## config.mk

```make
export PLATFORM = sky130hd
export DESIGN_NAME = muldiv_unit
export DESIGN_NICKNAME = d
export VERILOG_FILES = /design/src/rtl/muldiv_unit.sv
export SDC_FILE = /design/constraint.sdc
export NUM_CORES = 2
export LEC_CHECK = 0
export CAP_MARGIN = 5
export CORE_MARGIN = 1
export CORE_UTILIZATION = 65
export DETAILED_ROUTE_END_ITERATION = 12
export PLACE_DENSITY = 0.88
export RECOVER_POWER = 25
export REMOVE_ABC_BUFFERS = 1
export SYNTH_ARGS = -nofsm -noshare
export SYNTH_HDL_FRONTEND = slang
export SYNTH_SLANG_ARGS = --single-unit
export TNS_END_PERCENT = 50
```

## constraint.sdc

```tcl
create_clock -name clk -period 15.25 [get_ports clk]
set_clock_uncertainty 0.2 [all_clocks]
set_input_delay 3.05 -clock clk [delete_from_list [all_inputs] [get_ports clk]]
set_output_delay 3.05 -clock clk [all_outputs]
set_load 0.1 [all_outputs]
```

## src/rtl/muldiv_unit.sv

```systemverilog
// rtl/muldiv_unit.sv - multi-cycle multiply/divide unit owning the HI/LO register pair
module muldiv_unit #(
    parameter int WIDTH       = 32,
    parameter int MUL_LATENCY = 2,
    parameter int DIV_BITS    = 1
) (
    input  logic             clk,
    input  logic             rst,
    input  logic             start,
    input  logic [2:0]       op,
    input  logic [WIDTH-1:0] a,
    input  logic [WIDTH-1:0] b,
    output logic             busy,
    output logic             done,
    output logic             div_by_zero,
    output logic [WIDTH-1:0] hi,
    output logic [WIDTH-1:0] lo
);

    localparam int N  = WIDTH / DIV_BITS;
    localparam int CW = $clog2(WIDTH + 1) + 1;

    localparam logic [2:0] OP_MULT  = 3'd0;
    localparam logic [2:0] OP_MULTU = 3'd1;
    localparam logic [2:0] OP_DIV   = 3'd2;
    localparam logic [2:0] OP_DIVU  = 3'd3;
    localparam logic [2:0] OP_MTHI  = 3'd4;
    localparam logic [2:0] OP_MTLO  = 3'd5;

    typedef enum logic [1:0] {S_IDLE, S_MUL, S_DIV, S_FIX} state_t;

    state_t            state_q, state_d;
    logic [CW-1:0]     cnt_q, cnt_d;
    logic [WIDTH-1:0]  opa_q, opa_d;
    logic [WIDTH-1:0]  opb_q, opb_d;
    logic [WIDTH-1:0]  rem_q, rem_d;
    logic              sgn_q, sgn_d;
    logic              qneg_q, qneg_d;
    logic              rneg_q, rneg_d;
    logic              divz_q, divz_d;
    logic [WIDTH-1:0]  hi_q, hi_d;
    logic [WIDTH-1:0]  lo_q, lo_d;
    logic              done_q, done_d;
    logic              dbz_q, dbz_d;

    logic              accept;
    logic              a_neg, b_neg;
    logic [2*WIDTH-1:0] ext_a, ext_b, prod;
    logic [WIDTH:0]    it_rem;
    logic [WIDTH-1:0]  it_quo;

    assign accept = start && (state_q == S_IDLE);
    assign a_neg  = (op == OP_DIV) && a[WIDTH-1];
    assign b_neg  = (op == OP_DIV) && b[WIDTH-1];

    // Operands are sign- or zero-extended to full product width so one multiplier serves both ops.
    assign ext_a = {{WIDTH{sgn_q & opa_q[WIDTH-1]}}, opa_q};
    assign ext_b = {{WIDTH{sgn_q & opb_q[WIDTH-1]}}, opb_q};
    assign prod  = ext_a * ext_b;

    // Restoring divide step: dividend bits shift out of opa while quotient bits shift in.
    always_comb begin
        it_rem = {1'b0, rem_q};
        it_quo = opa_q;
        for (int i = 0; i < DIV_BITS; i++) begin
            it_rem = {it_rem[WIDTH-1:0], it_quo[WIDTH-1]};
            it_quo = {it_quo[WIDTH-2:0], 1'b0};
            if (it_rem >= {1'b0, opb_q}) begin
                it_rem    = it_rem - {1'b0, opb_q};
                it_quo[0] = 1'b1;
            end
        end
    end

    always_ff @(posedge clk or negedge rst) begin
        if (!rst) begin
            state_q <= S_IDLE;
            cnt_q   <= '0;
            opa_q   <= '0;
            opb_q   <= '0;
            rem_q   <= '0;
            sgn_q   <= 1'b0;
            qneg_q  <= 1'b0;
            rneg_q  <= 1'b0;
            divz_q  <= 1'b0;
            hi_q    <= '0;
            lo_q    <= '0;
            done_q  <= 1'b0;
            dbz_q   <= 1'b0;
        end else begin
            state_q <= state_d;
            cnt_q   <= cnt_d;
            opa_q   <= opa_d;
            opb_q   <= opb_d;
            rem_q   <= rem_d;
            sgn_q   <= sgn_d;
            qneg_q  <= qneg_d;
            rneg_q  <= rneg_d;
            divz_q  <= divz_d;
            hi_q    <= hi_d;
            lo_q    <= lo_d;
            done_q  <= done_d;
            dbz_q   <= dbz_d;
        end
    end

    always_comb begin
        state_d = state_q;
        case (state_q)
            S_IDLE: begin
                if (accept) begin
                    if (op == OP_MULT || op == OP_MULTU) begin
                        state_d = S_MUL;
                    end else if (op == OP_DIV || op == OP_DIVU) begin
                        state_d = (b == '0) ? S_FIX : S_DIV;
                    end
                end
            end
            S_MUL:   if (cnt_q == '0) state_d = S_IDLE;
            S_DIV:   if (cnt_q == '0) state_d = S_FIX;
            S_FIX:   state_d = S_IDLE;
            default: state_d = S_IDLE;
        endcase
    end

    always_comb begin
        cnt_d  = cnt_q;
        opa_d  = opa_q;
        opb_d  = opb_q;
        rem_d  = rem_q;
        sgn_d  = sgn_q;
        qneg_d = qneg_q;
        rneg_d = rneg_q;
        divz_d = divz_q;
        hi_d   = hi_q;
        lo_d   = lo_q;
        done_d = 1'b0;
        dbz_d  = 1'b0;
        case (state_q)
            S_IDLE: begin
                if (accept) begin
                    case (op)
                        OP_MULT, OP_MULTU: begin
                            opa_d = a;
                            opb_d = b;
                            sgn_d = (op == OP_MULT);
                            cnt_d = CW'(MUL_LATENCY - 1);
                        end
                        OP_DIV, OP_DIVU: begin
                            // On divide-by-zero opa keeps the raw dividend so FIX can copy it to HI.
                            divz_d = (b == '0);
                            opa_d  = (b == '0) ? a : (a_neg ? -a : a);
                            opb_d  = b_neg ? -b : b;
                            rem_d  = '0;
                            qneg_d = a_neg ^ b_neg;
                            rneg_d = a_neg;
                            cnt_d  = CW'(N - 1);
                        end
                        OP_MTHI: begin
                            hi_d   = a;
                            done_d = 1'b1;
                        end
                        OP_MTLO: begin
                            lo_d   = a;
                            done_d = 1'b1;
                        end
                        default: ;
                    endcase
                end
            end
            S_MUL: begin
                if (cnt_q == '0) begin
                    hi_d   = prod[2*WIDTH-1:WIDTH];
                    lo_d   = prod[WIDTH-1:0];
                    done_d = 1'b1;
                end else begin
                    cnt_d = cnt_q - CW'(1);
                end
            end
            S_DIV: begin
                opa_d = it_quo;
                rem_d = it_rem[WIDTH-1:0];
                if (cnt_q != '0) cnt_d = cnt_q - CW'(1);
            end
            S_FIX: begin
                done_d = 1'b1;
                if (divz_q) begin
                    hi_d  = opa_q;
                    lo_d  = '1;
                    dbz_d = 1'b1;
                end else begin
                    lo_d = qneg_q ? -opa_q : opa_q;
                    hi_d = rneg_q ? -rem_q : rem_q;
                end
            end
            default: ;
        endcase
    end

    assign busy        = (state_q != S_IDLE);
    assign done        = done_q;
    assign div_by_zero = dbz_q;
    assign hi          = hi_q;
    assign lo          = lo_q;

endmodule
```

; After elaboration in Yosys (flattened, before gate mapping)
; Cells that the tools add are included.
[classes]
add_sub_neg = 6
mul = 1
n_lt_le_gt_ge = 1
eq_ne = 18
mux = 42
bitwise_logic = 3
reduce_logical = 27
[op_table]
columns = op, count
row1 = 32-bit 2-to-1 mux, 17
row2 = 32-bit case mux with 2 select lines, 4
row3 = 32-bit case mux with 3 select lines, 2
row4 = 32-bit negator, 4
row5 = 33-bit by 33-bit multiplier with 64-bit output, 1
row6 = 33-bit by 32-bit >= comparator with 1-bit output, 1
row7 = 32-bit logical NOT, 1
row8 = 32-bit subtractor, 1
row9 = 7-bit 2-to-1 mux, 3
row10 = 7-bit case mux with 3 select lines, 1
row11 = 3-bit AND reduction, 5
row12 = 7-bit case mux with 2 select lines, 1
row13 = 4-bit AND reduction, 3
row14 = 2-bit 2-to-1 mux, 5
row15 = "2-bit != test, second input constant", 5
row16 = 2-bit case mux with 4 select lines, 1
row17 = 7-bit logical NOT, 1
row18 = 1-bit 2-to-1 mux, 7
row19 = 7-bit nonzero test, 1
row20 = "7-bit by 1-bit subtractor with 7-bit output, second input constant", 1
row21 = "3-bit by 2-bit == test with 1-bit output, second input constant", 2
row22 = "3-bit == test, second input constant", 2
row23 = "2-bit by 1-bit != test with 1-bit output, second input constant", 3
row24 = "3-bit by 1-bit != test with 1-bit output, second input constant", 2
row25 = 14 further kinds, 24
[word_totals]
ff_bits = 175
output_inout_bits = 67
word_cells = 111

; Depth between registers and ports, before layout
[logic_depth]
depth_word = 7
mapped_depth = 31

; Least setup slack after synthesis
; Ideal clock, no wire load.
[synth_path]
kind = register to register
startpoint = register opa_q[31]
endpoint = register hi_q[28] (netlist: hi[28])
setup_ps = 70
arrival_ps = 8137
t_required_ps = 14980
path_slack_ps = 6843
path_stages_with_launch = 32
n_path_buf = 3
path_cell_list = dfrtp_1 -> clkbuf_1 -> and2_1 -> clkbuf_1 -> nand2_1 -> inv_1 -> fa_1 -> inv_1 -> fa_1 -> inv_1 -> fa_1 -> fa_1 -> inv_1 -> fa_1 -> inv_1 -> fa_1 -> inv_1 -> fa_1 -> fa_1 -> inv_1 -> ha_1 -> clkbuf_1 -> a21o_1 -> a21o_1 -> a21oi_1 -> o31ai_1 -> nor3_1 -> o31ai_1 -> a31oi_1 -> o21ai_0 -> or4_1 -> nand3_1
[synth_between]
elab_chain_cells = 4
[synth_lines]
columns = item, line
row1 = start: declaration, 34  ; logic [WIDTH-1:0] opa_q, opa_d;
row2 = start signal: assignment, 93  ; opa_q <= opa_d;
row3 = 1-bit bitwise AND, 57  ; assign ext_a = {{WIDTH{sgn_q & opa_q[WIDTH-1]}}, opa_q};
row4 = 33-bit by 33-bit multiplier with 64-bit output (*), 59  ; assign prod = ext_a * ext_b;
row5 = 32-bit 2-to-1 mux (*), 172  ; if (cnt_q == '0) begin
row6 = 32-bit case mux with 3 select lines (*), 139  ; case (state_q)
row7 = end signal: assignment, 100  ; hi_q <= hi_d;
row8 = end: declaration, 41  ; logic [WIDTH-1:0] hi_q, hi_d;
; Mark *: on every way between the ends. The rest lies on a longest branch, timed or not. The select of a mux whose other input is x is not followed.
; A chain may end at the register's enable or synchronous reset.

; Worst setup path after layout
[layout_path]
startpoint = register opb_q[1]
endpoint = register hi_q[29] (netlist: hi[29])
[layout_between]
elab_chain_cells = 3
[layout_lines]
columns = item, line
row1 = start: declaration, 35  ; logic [WIDTH-1:0] opb_q, opb_d;
row2 = start signal: assignment, 94  ; opb_q <= opb_d;
row3 = 33-bit by 33-bit multiplier with 64-bit output, 59
row4 = 32-bit 2-to-1 mux, 172
row5 = 32-bit case mux with 3 select lines, 139
; No other way between the ends. The select of a mux whose other input is x is not followed.

==> qor.txt <==
RUN STATUS
----------------------------------------------------------------------------------------------------
Outcome                                                                                 finished with violations
Failing checks                                                                          max-capacitance violations, max-slew violations

WORST SETUP PATH
----------------------------------------------------------------------------------------------------
Critical path's most frequent cell                                                      sky130_fd_sc_hd__fa_1
Delay of the slowest cell on the worst path                                                  1130 ps
Worst r2r dst                                                                           hi[29]$_DFFE_PN0P_
Endpoint required time on the critical path                                                 15400 ps
Setup slack of the worst register-to-register path                                           5800 ps
Crit path buf inv count                                                                            4
Critical path's slowest cell                                                            sky130_fd_sc_hd__dfrtp_1
Critical R2R Launch                                                                     opb_q[1]$_DFFE_PN0P_
Type of destination of the critical path                                                        flop
Max FO, Critical Path                                                                             34
Cells along the critical path                                                           and3_1 -> fa_1 -> fa_1 -> fa_1 -> fa_1 -> inv_1 -> fa_1 -> inv_1 -> fa_1 -> inv_1 -> fa_1 -> fa_1 -> inv_1 -> ha_1 -> and3_1 -> nand4_1 -> nand3b_1 -> o31ai_1 -> nand3_1 -> o31ai_1 -> xnor2_1 -> o21a_1
Kind of start point of the critical path                                                        flop
Critical path's top delay family                                                         adder cells
Setup CP Type                                                                             reg -> reg
Signal arrival time at the worst endpoint                                                    9610 ps
FF-to-FF path depth                                                                               22

LOGIC SYNTHESIS
----------------------------------------------------------------------------------------------------
Fraction of the yosys area taken by sequential cells                                         0.08674
Post-synth ARST share                                                                          1.000
Synth Register Bits                                                                              175
Average instance area after synthesis                                                      8.717 µm²
Most used flip-flop cell after synthesis                                                sky130_fd_sc_hd__dfrtp_1
Synthesized instance count                                                                      5792
Post-synth EDFFs                                                                                   0
Synthesized area                                                                           50490 µm²
Ys Warns                                                                                           0
Distinct cell type count after synthesis                                                          85

TIMING
----------------------------------------------------------------------------------------------------
Count of final max-slew check failures                                                           112
Total Negative Setup Slacks                                                                     0 ps
Tmin final                                                                                   9453 ps
Final hold violation count                                                                         0
Final worst slack                                                                            5797 ps
Timing-limited maximum frequency                                                          0.1058 GHz
Period utilisation layout                                                                     0.6199
Slew at the pin with the worst max-slew slack                                                6446 ps
Tightest slew margin relative to the limit                                                    -3.298
Setup repair after global routing missed its margin                                            false
Total setup violations reported at the end of the flow                                             0
Min Hold Slack                                                                              289.3 ps

FINAL LAYOUT
----------------------------------------------------------------------------------------------------
Total Nets Final                                                                                7124
Total area of multi-input combinational cells                                              40340 µm²
Register Area                                                                               4379 µm²
Most common cell after layout, fill and taps aside                                      sky130_fd_sc_hd__inv_1
Most used cells in the layout excluding fill and tap cells                              sky130_fd_sc_hd__inv_1, sky130_fd_sc_hd__fa_1, sky130_fd_sc_hd__nand2_1
Relative area change from synthesis to final layout                                           5.051%
Number of filler instances in the final layout                                                  5642
Fraction of final layout cells sized beyond drive strength 1                                 0.02708

DIE
----------------------------------------------------------------------------------------------------
Core footprint                                                                             76450 µm²
Row count                                                                                        101
Die X                                                                                       280.7 µm
I/O pin count                                                                                    137
Area of the die                                                                            78790 µm²
Die boundary height                                                                         280.7 µm
Effective utilization at floorplan                                                            0.6604

CLOCK NETWORK
----------------------------------------------------------------------------------------------------
CTS Buf Count                                                                                     17
Worst-skew pair later-pin latency                                                             470 ps
Clock tree from TritonCTS                                                                       done
Clock tree buffer depth                                                                            2
Clock root cell                                                                         sky130_fd_sc_hd__clkbuf_16
Number of clock sinks                                                                            175
Number of buffers added for setup after CTS                                                        0
Number of gates resized after CTS                                                                  0
Number of hold buffers added after cts                                                             0
H-tree depth                                                                                       4
Clock-pin slew reported for the worst setup and hold paths after clock tree synthesis          80 ps

HOLD PATH
----------------------------------------------------------------------------------------------------
HP Class                                                                                  reg -> reg
Endpoint of the worst hold path                                                         qneg_q$_DFFE_PN0P_
Min-delay src                                                                           qneg_q$_DFFE_PN0P_
Number of stages on the worst hold path                                                            2

ROUTING
----------------------------------------------------------------------------------------------------
Count of vias placed by the detailed router                                                   41.61k
Drt initial violations                                                                          4403
Antenna Nets Post-Route                                                                            0
First-pass DRT Iterations                                                                          8
Post-route DRC                                                                                     0
Final wirelength                                                                            156.6 mm
Average routed wire per standard cell                                                       23.30 µm
Drt via density                                                                                6.190

PLACEMENT
----------------------------------------------------------------------------------------------------
Quantity of I/O buffers inserted on ports                                                        136
Final weighted congestion in routability-driven placement                                      1.041
Pre-CTS WS                                                                                   6053 ps
HPWL after detailed placement                                                               122.5 mm

GLOBAL ROUTE
----------------------------------------------------------------------------------------------------
Maximum number of pins on one net before global-route repair                                     112
Antenna violations before repair                                                                  10
Global Route Usage Sum                                                                        0.4165
Number of global-route vias before repair                                                     44.70k
First-pass GRT wire length                                                                  246.7 mm
Overflow left after global routing                                                                 0

RUN
----------------------------------------------------------------------------------------------------
Total of max-cap violations                                                                        1

## worst reg2reg max path, delay by kind of cell, from the launching register on
family / cells / cell delay [ps]
XOR/XNOR: 1 / 100
flip-flops: 1 / 1130
AO/OA/AOI/OAI: 3 / 1020
buffers and inverters: 4 / 480
AND/OR/NAND/NOR: 5 / 1320
adder cells (fa/ha/maj): 9 / 5090
## Yosys cell counts, types with 5 or more instances
library cell | n | share of area
sky130_fd_sc_hd__a221oi_1 | 43 | 0.0075
sky130_fd_sc_hd__a21oi_1 | 188 | 0.019
sky130_fd_sc_hd__nor3_1 | 38 | 0.0038
sky130_fd_sc_hd__nand2_1 | 940 | 0.070
sky130_fd_sc_hd__inv_1 | 1188 | 0.088
sky130_fd_sc_hd__nand3b_1 | 33 | 0.0049
sky130_fd_sc_hd__ha_1 | 255 | 0.063
sky130_fd_sc_hd__xnor2_1 | 127 | 0.022
sky130_fd_sc_hd__o21a_1 | 15 | 0.0022
sky130_fd_sc_hd__o31ai_1 | 31 | 0.0046
sky130_fd_sc_hd__a22o_1 | 5 | 0.00087
sky130_fd_sc_hd__a21o_1 | 33 | 0.0049
sky130_fd_sc_hd__o41ai_1 | 14 | 0.0024
sky130_fd_sc_hd__o21ai_0 | 231 | 0.023
sky130_fd_sc_hd__xor2_1 | 89 | 0.015
sky130_fd_sc_hd__o21bai_1 | 17 | 0.0025
sky130_fd_sc_hd__nand2b_1 | 16 | 0.0020
sky130_fd_sc_hd__fa_1 | 1126 | 0.45
sky130_fd_sc_hd__nor2_1 | 233 | 0.017
sky130_fd_sc_hd__nand3_1 | 37 | 0.0037
sky130_fd_sc_hd__or4_1 | 15 | 0.0022
sky130_fd_sc_hd__a211oi_1 | 14 | 0.0021
sky130_fd_sc_hd__o211ai_1 | 13 | 0.0019
sky130_fd_sc_hd__or3_1 | 11 | 0.0014
sky130_fd_sc_hd__nor2b_1 | 9 | 0.0011
sky130_fd_sc_hd__or2_2 | 11 | 0.0014
sky130_fd_sc_hd__o22ai_1 | 12 | 0.0015
sky130_fd_sc_hd__clkbuf_1 | 329 | 0.024
sky130_fd_sc_hd__mux2i_1 | 23 | 0.0046
sky130_fd_sc_hd__dfrtp_1 | 175 | 0.087
sky130_fd_sc_hd__and3_1 | 29 | 0.0036
sky130_fd_sc_hd__nand4_1 | 20 | 0.0025
sky130_fd_sc_hd__a22oi_1 | 16 | 0.0024
sky130_fd_sc_hd__nor4_1 | 14 | 0.0017
sky130_fd_sc_hd__a31oi_1 | 35 | 0.0043
sky130_fd_sc_hd__buf_1 | 20 | 0.0015
sky130_fd_sc_hd__and2_1 | 300 | 0.037
## sequential cells by signal (all words and copies together) (netlist names)
register	cells
cnt_q	7
div_by_zero	1
divz_q	1
done	1
hi	32
lo	32
opa_q	32
opb_q	32
qneg_q	1
rem_q	32
rneg_q	1
sgn_q	1
state_q	2
## area by class of cell
cell class	count	area share
Multi-Input combinational cell	4071	0.7605
Inverter	1190	0.08422
Sequential cell	175	0.08257
Timing Repair Buffer	218	0.03708
Tap cell	1030	0.02430
Clock buffer	18	0.008280
Clock inverter	14	0.002760
Antenna cell	6	0.0002831
## worst max-delay path by stage
| stage | start | end | depth (start not counted) |
|---|---|---|---|
| floorplan | opa_q[31]$_DFFE_PN0P_ | hi[28]$_DFFE_PN0P_ | 28 |
| global route | rst | lo[30]$_DFFE_PN0P_ | 1 |
| CTS | opb_q[1]$_DFFE_PN0P_ | hi[27]$_DFFE_PN0P_ | 21 |
| detailed placement | opb_q[1]$_DFFE_PN0P_ | hi[27]$_DFFE_PN0P_ | 21 |
| global placement | opb_q[1]$_DFFE_PN0P_ | hi[28]$_DFFE_PN0P_ | 24 |
| finish | opb_q[1]$_DFFE_PN0P_ | hi[29]$_DFFE_PN0P_ | 22 |
## per-layer routing
layer	routed length [µm]	up-vias	global-route usage
met5	68	-	0
met1	52490	20716	0.5015
li1	-	17301	-
met3	21050	770	0.1378
met4	12930	10	0.2867
met2	70050	2815	0.6361
## metrics by stage
step	cell area, µm²	utilization	instances
global placement	52450	0.6860	6684
CTS	53040	0.6937	6716
global route	53030	0.6937	6720
finish	53040	0.6937	6722
floorplan	49130	-	5436
detailed placement	52450	0.6860	6684
## kinds of logic after synthesis
logic type      count (synthesis)  share of synthesized area
xor+xnor                      216                    0.03747
flops                         175                    0.08674
fa+ha+maj                    1381                     0.5097
simple gates                 1728                     0.1568
buf+inv                      1546                     0.1153
compound gates                721                    0.08907
mux                            25                   0.005006
Power is left out: the tool's default activity adds up to more than one toggle a clock period on the data nets, which glitch-free logic cannot reach.
